## config.mk

```make
export PLATFORM = sky130hd
export DESIGN_NAME = risc_v_mike_boot_loader
export DESIGN_NICKNAME = d
export VERILOG_FILES = /design/src/rtl/risc_v_mike_pkg.sv /design/src/rtl/risc_v_mike_boot_loader.sv
export SDC_FILE = /design/constraint.sdc
export NUM_CORES = 1
export LEC_CHECK = 0
export BUFFER_PORTS_ARGS = -buffer_cell sky130_fd_sc_hd__buf_2
export CAP_MARGIN = 5
export CORE_ASPECT_RATIO = 1.5
export CORE_MARGIN = 8
export CORE_UTILIZATION = 25
export CTS_CLUSTER_DIAMETER = 40
export DETAILED_ROUTE_END_ITERATION = 10
export PLACE_DENSITY_LB_ADDON = 0.15
export REMOVE_ABC_BUFFERS = 1
export SLEW_MARGIN = 0
export SYNTH_ARGS = -nofsm -noshare
export SYNTH_HDL_FRONTEND = slang
export SYNTH_SLANG_ARGS = --single-unit
```

## constraint.sdc

```tcl
create_clock -name clk -period 4.7 [get_ports clk]
set_clock_uncertainty 0.1 [all_clocks]
set_input_delay 0.47 -clock clk [delete_from_list [all_inputs] [get_ports clk]]
set_output_delay 0.47 -clock clk [all_outputs]
set_load 0.02 [all_outputs]
```

## src/rtl/risc_v_mike_pkg.sv

```systemverilog
`default_nettype none
// ============================================================================
// Module  : risc_v_mike_pkg
// Purpose : Shared types and constants for the RISC-V "mike" UART boot loader.
//           Holds the boot-loader state encoding and the frame sync byte.
// Ports   : none (package)
// Revision: 1.0 - initial release
// ============================================================================
package risc_v_mike_pkg;

  // Boot-loader sequencing states.
  typedef enum logic [2:0] {
    ST_IDLE   = 3'd0,
    ST_LEN_LO = 3'd1,
    ST_LEN_HI = 3'd2,
    ST_LOAD   = 3'd3,
    ST_FIN    = 3'd4,
    ST_DONE   = 3'd5,
    ST_ERR    = 3'd6
  } state_e;

  // Byte that opens a load frame (from IDLE or ERR).
  localparam logic [7:0] SYNC_BYTE = 8'hA5;

endpackage : risc_v_mike_pkg
`default_nettype wire

```

## src/rtl/risc_v_mike_boot_loader.sv

```systemverilog
`default_nettype none
// ============================================================================
// Module  : risc_v_mike_boot_loader
// Purpose : Receives a program image over a byte stream and writes it into
//           instruction memory, holding the core in reset until the image is
//           complete.  Frame: A5, len_lo, len_hi (word count N), then N
//           little-endian 32-bit words.
// Ports   : clk        - clock, all state on the rising edge
//           rst        - asynchronous active-high reset
//           rx_byte    - received byte, qualified by rx_valid
//           rx_valid   - one-cycle strobe per received byte
//           imem_we    - instruction-memory write strobe, one cycle per word
//           imem_addr  - word address of the write
//           imem_wdata - write data
//           core_rst   - reset to the core, high until a load completes
//           load_done  - high after a successful load
//           load_err   - high while in the error state
// Revision: 1.0 - initial release
// ============================================================================
module risc_v_mike_boot_loader
  import risc_v_mike_pkg::*;
#(
  parameter int unsigned IMEM_ADDR_W    = 10,
  parameter int unsigned TIMEOUT_CYCLES = 50000
) (
  input  logic                   clk,
  input  logic                   rst,
  input  logic [7:0]             rx_byte,
  input  logic                   rx_valid,
  output logic                   imem_we,
  output logic [IMEM_ADDR_W-1:0] imem_addr,
  output logic [31:0]            imem_wdata,
  output logic                   core_rst,
  output logic                   load_done,
  output logic                   load_err
);

  localparam int unsigned CNT_W  = $clog2(TIMEOUT_CYCLES + 1);
  // One extra bit so a full memory (N == 2**IMEM_ADDR_W) is counted without wrap.
  localparam int unsigned WCNT_W = IMEM_ADDR_W + 1;
  // Expiry is detected on the last idle clock of the window so that the
  // transition to ERR lands exactly TIMEOUT_CYCLES clocks after the last byte.
  localparam logic [CNT_W-1:0] TO_LAST   = CNT_W'(TIMEOUT_CYCLES - 1);
  localparam logic [32:0]      MAX_WORDS = 33'd1 << IMEM_ADDR_W;

  state_e              state_q;
  logic [7:0]          len_lo_q;
  logic [15:0]         len_q;
  logic [WCNT_W-1:0]   word_idx_q;
  logic [1:0]          byte_idx_q;
  logic [23:0]         asm_q;
  logic [CNT_W-1:0]    to_cnt_q;
  logic                imem_we_q;
  logic [IMEM_ADDR_W-1:0] imem_addr_q;
  logic [31:0]         imem_wdata_q;
  logic                core_rst_q;
  logic                load_done_q;
  logic                load_err_q;

  // Combinational helpers feeding the sequencer.
  logic [15:0] len_d;
  logic [31:0] word_d;
  logic        last_word_d;
  logic        timeout_d;
  logic        too_long_d;

  always_comb begin
    len_d       = {rx_byte, len_lo_q};
    word_d      = {rx_byte, asm_q};
    last_word_d = ((33'(word_idx_q) + 33'd1) == 33'(len_q));
    // A byte arriving on the expiry clock wins over the timeout.
    timeout_d   = !rx_valid && (to_cnt_q == TO_LAST);
    too_long_d  = (33'(len_d) > MAX_WORDS);
  end

  always_ff @(posedge clk or posedge rst) begin
    if (rst) begin
      state_q      <= ST_IDLE;
      len_lo_q     <= '0;
      len_q        <= '0;
      word_idx_q   <= '0;
      byte_idx_q   <= '0;
      asm_q        <= '0;
      to_cnt_q     <= '0;
      imem_we_q    <= 1'b0;
      imem_addr_q  <= '0;
      imem_wdata_q <= '0;
      core_rst_q   <= 1'b1;
      load_done_q  <= 1'b0;
      load_err_q   <= 1'b0;
    end else begin
      imem_we_q <= 1'b0;
      case (state_q)
        ST_IDLE: begin
          to_cnt_q <= '0;
          if (rx_valid && (rx_byte == SYNC_BYTE)) begin
            state_q <= ST_LEN_LO;
          end
        end

        ST_LEN_LO: begin
          if (rx_valid) begin
            to_cnt_q <= '0;
            len_lo_q <= rx_byte;
            state_q  <= ST_LEN_HI;
          end else if (timeout_d) begin
            to_cnt_q   <= '0;
            load_err_q <= 1'b1;
            state_q    <= ST_ERR;
          end else begin
            to_cnt_q <= to_cnt_q + CNT_W'(1);
          end
        end

        ST_LEN_HI: begin
          if (rx_valid) begin
            to_cnt_q   <= '0;
            len_q      <= len_d;
            word_idx_q <= '0;
            byte_idx_q <= '0;
            if (len_d == 16'd0) begin
              state_q <= ST_FIN;
            end else if (too_long_d) begin
              load_err_q <= 1'b1;
              state_q    <= ST_ERR;
            end else begin
              state_q <= ST_LOAD;
            end
          end else if (timeout_d) begin
            to_cnt_q   <= '0;
            load_err_q <= 1'b1;
            state_q    <= ST_ERR;
          end else begin
            to_cnt_q <= to_cnt_q + CNT_W'(1);
          end
        end

        ST_LOAD: begin
          if (rx_valid) begin
            to_cnt_q <= '0;
            if (byte_idx_q == 2'd3) begin
              imem_we_q    <= 1'b1;
              imem_addr_q  <= word_idx_q[IMEM_ADDR_W-1:0];
              imem_wdata_q <= word_d;
              word_idx_q   <= word_idx_q + WCNT_W'(1);
              byte_idx_q   <= '0;
              if (last_word_d) begin
                state_q <= ST_FIN;
              end
            end else begin
              case (byte_idx_q)
                2'd0:    asm_q[7:0]   <= rx_byte;
                2'd1:    asm_q[15:8]  <= rx_byte;
                default: asm_q[23:16] <= rx_byte;
              endcase
              byte_idx_q <= byte_idx_q + 2'd1;
            end
          end else if (timeout_d) begin
            // Any partially assembled word is simply abandoned.
            to_cnt_q   <= '0;
            byte_idx_q <= '0;
            load_err_q <= 1'b1;
            state_q    <= ST_ERR;
          end else begin
            to_cnt_q <= to_cnt_q + CNT_W'(1);
          end
        end

        // Release the core one cycle after the final write strobe.
        ST_FIN: begin
          core_rst_q  <= 1'b0;
          load_done_q <= 1'b1;
          state_q     <= ST_DONE;
        end

        ST_DONE: begin
          to_cnt_q <= '0;
        end

        ST_ERR: begin
          to_cnt_q <= '0;
          if (rx_valid && (rx_byte == SYNC_BYTE)) begin
            load_err_q <= 1'b0;
            byte_idx_q <= '0;
            asm_q      <= '0;
            state_q    <= ST_LEN_LO;
          end
        end

        default: begin
          state_q <= ST_IDLE;
        end
      endcase
    end
  end

  assign imem_we    = imem_we_q;
  assign imem_addr  = imem_addr_q;
  assign imem_wdata = imem_wdata_q;
  assign core_rst   = core_rst_q;
  assign load_done  = load_done_q;
  assign load_err   = load_err_q;

endmodule : risc_v_mike_boot_loader
`default_nettype wire

```

; Yosys cells after proc, flatten, opt, wreduce, memory -nomap -nowiden
; Index checks and enable logic that the tools add are counted.
[classes]
n_reduce_logical = 26
order_cmp = 1
shift = 0
bitwise = 1
mul = 0
n_mux = 40
div_mod_pow = 0
n_eq_ne = 26
addsub = 4
[ops]
columns = operator, n
row1 = two-way mux 24 bit, 3
row2 = case mux 24 bit (2 select lines), 1
row3 = two-way mux 11 bit, 3
row4 = two-way mux 16 bit, 2
row5 = case mux 16 bit (2 select lines), 1
row6 = two-way mux 3 bit, 9
row7 = two-way mux 8 bit, 3
row8 = case mux 11 bit (2 select lines), 1
row9 = AND reduction 5 bit, 4
row10 = case mux 3 bit (6 select lines), 1
row11 = adder 16 x 1 -> 16 bit (second input constant), 1
row12 = == test 12 x 16 -> 1 bit, 1
row13 = == test 16 bit (second input constant), 1
row14 = greater-than comparator 16 x 11 -> 1 bit (second input constant), 1
row15 = logical NOT 16 bit, 1
row16 = != test 3 bit (second input constant), 5
row17 = != test 2 bit (second input constant), 7
row18 = adder 11 x 1 -> 12 bit (second input constant), 1
row19 = AND reduction 4 bit, 3
row20 = adder 11 x 1 -> 11 bit (second input constant), 1
row21 = two-way mux 2 bit, 5
row22 = == test 3 bit (second input constant), 3
row23 = two-way mux 1 bit, 9
row24 = == test 8 bit (second input constant), 1
row25 = 19 further kinds, 30
[word_totals]
input_bits = 11
register_bits = 126
latch_bits = 0
n_memories = 0
ramBits = 0
mem_bits_ro = 0

; Longest topological paths before layout
[logic_depth]
ltp_word = 6
ltp_mapped = 8

; Least setup slack after synthesis
; No wires, ideal clock.
[synth_timing]
path_kind = register to register
from = reg word_idx_q[0]
to = reg state_q[0]
setup_slack_ns = 2.386
path_stages_with_launch = 8
setup_ns = 0.124
t_arrival_ns = 2.091
path_cell_list = dfrtp_1 ha_1 nand3_1 nor3_1 a31oi_1 nor4_1 a31oi_1 o31a_1
[synth_between]
elab_chain_cells = 4
[synth_rtl]
columns = item, line_no
row1 = start: declaration, risc_v_mike_boot_loader.sv:49  ; logic [WCNT_W-1:0] word_idx_q;
row2 = start signal: assignment, risc_v_mike_boot_loader.sv:145  ; word_idx_q <= word_idx_q + WCNT_W'(1);
row3 = adder 11 x 1 -> 12 bit, risc_v_mike_boot_loader.sv:70  ; last_word_d = ((33'(word_idx_q) + 33'd1) == 33'(len_q));
row4 = == test 12 x 16 -> 1 bit, risc_v_mike_boot_loader.sv:70
row5 = != test 3 bit (no line), --
row6 = AND reduction 4 bit (no line), --
row7 = end signal: assignment, risc_v_mike_boot_loader.sv:78  ; state_q <= ST_IDLE;
row8 = end signal: assignment, risc_v_mike_boot_loader.sv:97  ; state_q <= ST_LEN_LO;
row9 = end signal: assignment, risc_v_mike_boot_loader.sv:105  ; state_q <= ST_LEN_HI;
row10 = end: declaration, risc_v_mike_boot_loader.sv:46  ; state_e state_q;
; Every way passes these cells.
; A chain may end at the register's enable or synchronous reset.

; Worst setup path after layout
; Ends and elaborated chain as after synthesis.

==> results.yml <==
status:
  outcome: "finished clean"
floorplanning:
  start_util_pct: 25.19
  dieHeight_um: 204.4
  boundaryPins: 57
  core_mm2: 0.02348
  chipWidth_um: 141.6
  rows: 69
  die_area_mm2: 0.02894
timing:
  slew_violations: 0
  min_period_ns: 2.816
  setup_ws_ns: 1.884
  rsz0062_at_grt: "no"
  timing.final.crit_share_pct: 59.92
  tightest_slew_ns: 0.9182
  tns_ns: 0
  hold_viol: 0
  setup_viol: 0
  slew_headroom_pct: 38.79
  max_freq_ghz: 0.3551
clock_network:
  clkSlewWorstSetupHoldPaths_ns: 0.06
  cts-root-buf: "clkbuf_16"
  cts-resized-gates: 0
  clk_path_buf_depth: 2
  cts_made_buffers: 17
  cts_sinks: 126
  cts_tree: "done"
  ctsHtreeMaxLevel: 4
  ctsHoldBuffers: 0
  post_cts.repair.setup_buffers: 0
  worstSkewPairLatency_ns: 0.42
power_and_ir_drop:
  pwr-share-comb_pct: 27.5
  clock_power_share_pct: 31.7
  internal-power_mw: 2.778
  power_frac_seq_pct: 40.7
  vdd_drop_max_mv: 0.2727
  p_leak_nw: 3.367
  p_sw_mw: 1.385
  power.density_mw_per_mm2: 586.8
  switching_share_pct: 33.27
  power.total_mw: 4.163
final_layout:
  final_nets: 663
  diodes: 0
  drive_above_1_share_pct: 23.22
  layoutNonFillerInstCount: 978
  final_cell_mix: "nand2_1, dfrtp_1, buf_2"
  syn2layout_area_growth_pct: 19.95
  layout_commonest_cell: "nand2_1"
  num-fill-cells: 2490
worst_setup_path:
  criticalPathCategory: "flop to flop"
  reg2reg_slack_ns: 1.88
  worstPathArrival_ns: 3.02
  cp_max_fo: 7
  cp.required_ns: 4.90
  startpoint_type: "flop"
  end_kind: "flop"
yosys:
  syn_inst: 599
  ys_ff_latch: 126
  synth_enable_flop_cells: 0
  ys_warn_count: 0
  synth_ff_type: "dfrtp_1"
  avgSynthCellArea_um2: 9.874
  yosysSeqAreaShare_pct: 53.33
  syn_area_mm2: 0.005914
  async_flop_share_pct: 100.0
  yosysUniqueCellTypes: 62
placement:
  dp.cells: 947
  pre_cts_slack_ns: 1.924
  place.gp.congestion: 0.7948
  dp_hpwl_mm: 10.66
  portBuffers: 56
flow_run:
  cap_violations: 0
detailed_routing:
  wire_per_inst_um: 15.93
  vias: 4442
  first_pass_iters: 5
  routed_wl_mm: 15.58
  viasPerCell: 4.542
  drc: 0
  postRouteAntennaNets: 0
  drtIter0Drc: 226
grt:
  grtUsageTotal_pct: 11.38
  grt_pass1_wl_mm: 25.54
  antenna_found_initial: 1
  grt_max_degree: 73
  grt_pass1_vias: 4628
  grt_remaining_overflow: 0
worst_hold_path:
  hp-class: "input port to async pin"
## area by class of cell
| type | instances | area [um^2] | share of cell area, % |
|---|---|---|---|
| Sequential cell | 126 | 3154 | 44.46 |
| Multi-Input combinational cell | 432 | 2597 | 36.61 |
| Clock buffer | 22 | 484.2 | 6.825 |
| Tap cell | 319 | 399.1 | 5.626 |
| Timing Repair Buffer | 60 | 310.3 | 4.374 |
| Clock inverter | 9 | 108.9 | 1.534 |
| Inverter | 10 | 40.04 | 0.5644 |
## cell usage after synthesis, types with 2 or more instances
| library cell | number | share of area (%) |
|---|---|---|
| ha_1 | 5 | 1.1 |
| clkbuf_1 | 21 | 1.3 |
| xor2_1 | 13 | 1.9 |
| a21oi_2 | 3 | 0.44 |
| buf_2 | 3 | 0.25 |
| buf_4 | 2 | 0.25 |
| and2_1 | 12 | 1.3 |
| a221o_1 | 2 | 0.34 |
| o221ai_1 | 2 | 0.30 |
| nand4_1 | 4 | 0.42 |
| nor4_1 | 5 | 0.53 |
| or4_1 | 2 | 0.25 |
| nor3_1 | 8 | 0.68 |
| o22ai_1 | 2 | 0.21 |
| nor2_1 | 31 | 2.0 |
| nand2_1 | 160 | 10 |
| o31ai_1 | 4 | 0.51 |
| and3_1 | 8 | 0.85 |
| dfrtp_1 | 125 | 53 |
| nand3_1 | 20 | 1.7 |
| or3_1 | 2 | 0.21 |
| buf_1 | 5 | 0.32 |
| xnor2_1 | 11 | 1.6 |
| nor2b_1 | 3 | 0.32 |
| or2_2 | 2 | 0.21 |
| inv_1 | 10 | 0.63 |
| and4_1 | 3 | 0.44 |
| a31oi_1 | 6 | 0.63 |
| nor3b_1 | 2 | 0.25 |
| o21ai_0 | 30 | 2.5 |
| a21o_1 | 2 | 0.25 |
| nor4b_1 | 2 | 0.30 |
| a21oi_1 | 9 | 0.76 |
| a31o_2 | 2 | 0.30 |
| nand2b_1 | 4 | 0.42 |
| mux2_2 | 47 | 8.9 |
| and4b_1 | 2 | 0.34 |
## power groups by stage
stage	clock, mW	sequential (mW)	combinational (mW)
floorplan	0	1.74	0.759
global placement	0	1.71	1.15
detailed placement	0	1.72	1.17
CTS	1.36	1.70	1.18
global route	1.40	1.75	1.28
finish	1.32	1.70	1.15
## metal layers
| metal | GRT usage, % | routed length, um | vias to the layer above |
|---|---|---|---|
| met3 | 3.156 | 524 | 19 |
| met2 | 20.02 | 8264 | 66 |
| met4 | 5.083 | 343 | 2 |
| li1 | - | - | 2144 |
| met5 | 0 | 8 | - |
| met1 | 12.49 | 6435 | 2211 |
## flip-flops by register name, summed over array words and instances (netlist names), 2 cells and up
register	count
len_lo_q	8
state_q	3
to_cnt_q	16
imem_addr	10
len_q	16
byte_idx_q	2
asm_q	24
imem_wdata	32
word_idx_q	11
## worst paths after layout
check	cells past startpoint	from	end
worst max-delay path	7	word_idx_q[0]$_DFFE_PP0P_	state_q[0]$_DFFE_PP0P_
worst min-delay path	2	rst	imem_wdata[29]$_DFFE_PP0P_
worst max register to register	7	word_idx_q[0]$_DFFE_PP0P_	state_q[0]$_DFFE_PP0P_
worst min register to register	2	imem_addr[0]$_DFFE_PP0P_	imem_addr[0]$_DFFE_PP0P_
max in group asynchronous	3	rst	asm_q[1]$_DFFE_PP0P_
min in group clk	3	rx_byte[7]	imem_wdata[31]$_DFFE_PP0P_
## metrics by stage
stage	hold slack (ns)	util, %	area (um^2)
floorplan	0.3348	-	5787
global placement	0.3515	27.69	6501
detailed placement	0.3535	27.69	6501
CTS	0.1932	30.21	7094
global route	0.2264	30.21	7094
finish	0.1569	30.21	7094
## logic make-up after synthesis
family	synth area share, %
XOR/XNOR	3.554
buffers and inverters	2.792
multiplexers	9.118
AO/OA/AOI/OAI	8.949
adder cells (fa/ha/maj)	1.058
AND/OR/NAND/NOR	21.20
flip-flops	53.33
## worst max-delay path, cell delays in order (launching register included)
cell and delay (ns):
dfrtp_1 0.48, ha_1 0.30, nand3_1 0.22, nor3_1 0.66, a31oi_1 0.17, nor4_1 0.29, a31oi_1 0.19, o31a_1 0.31
(Power assumes the default switching activity.)
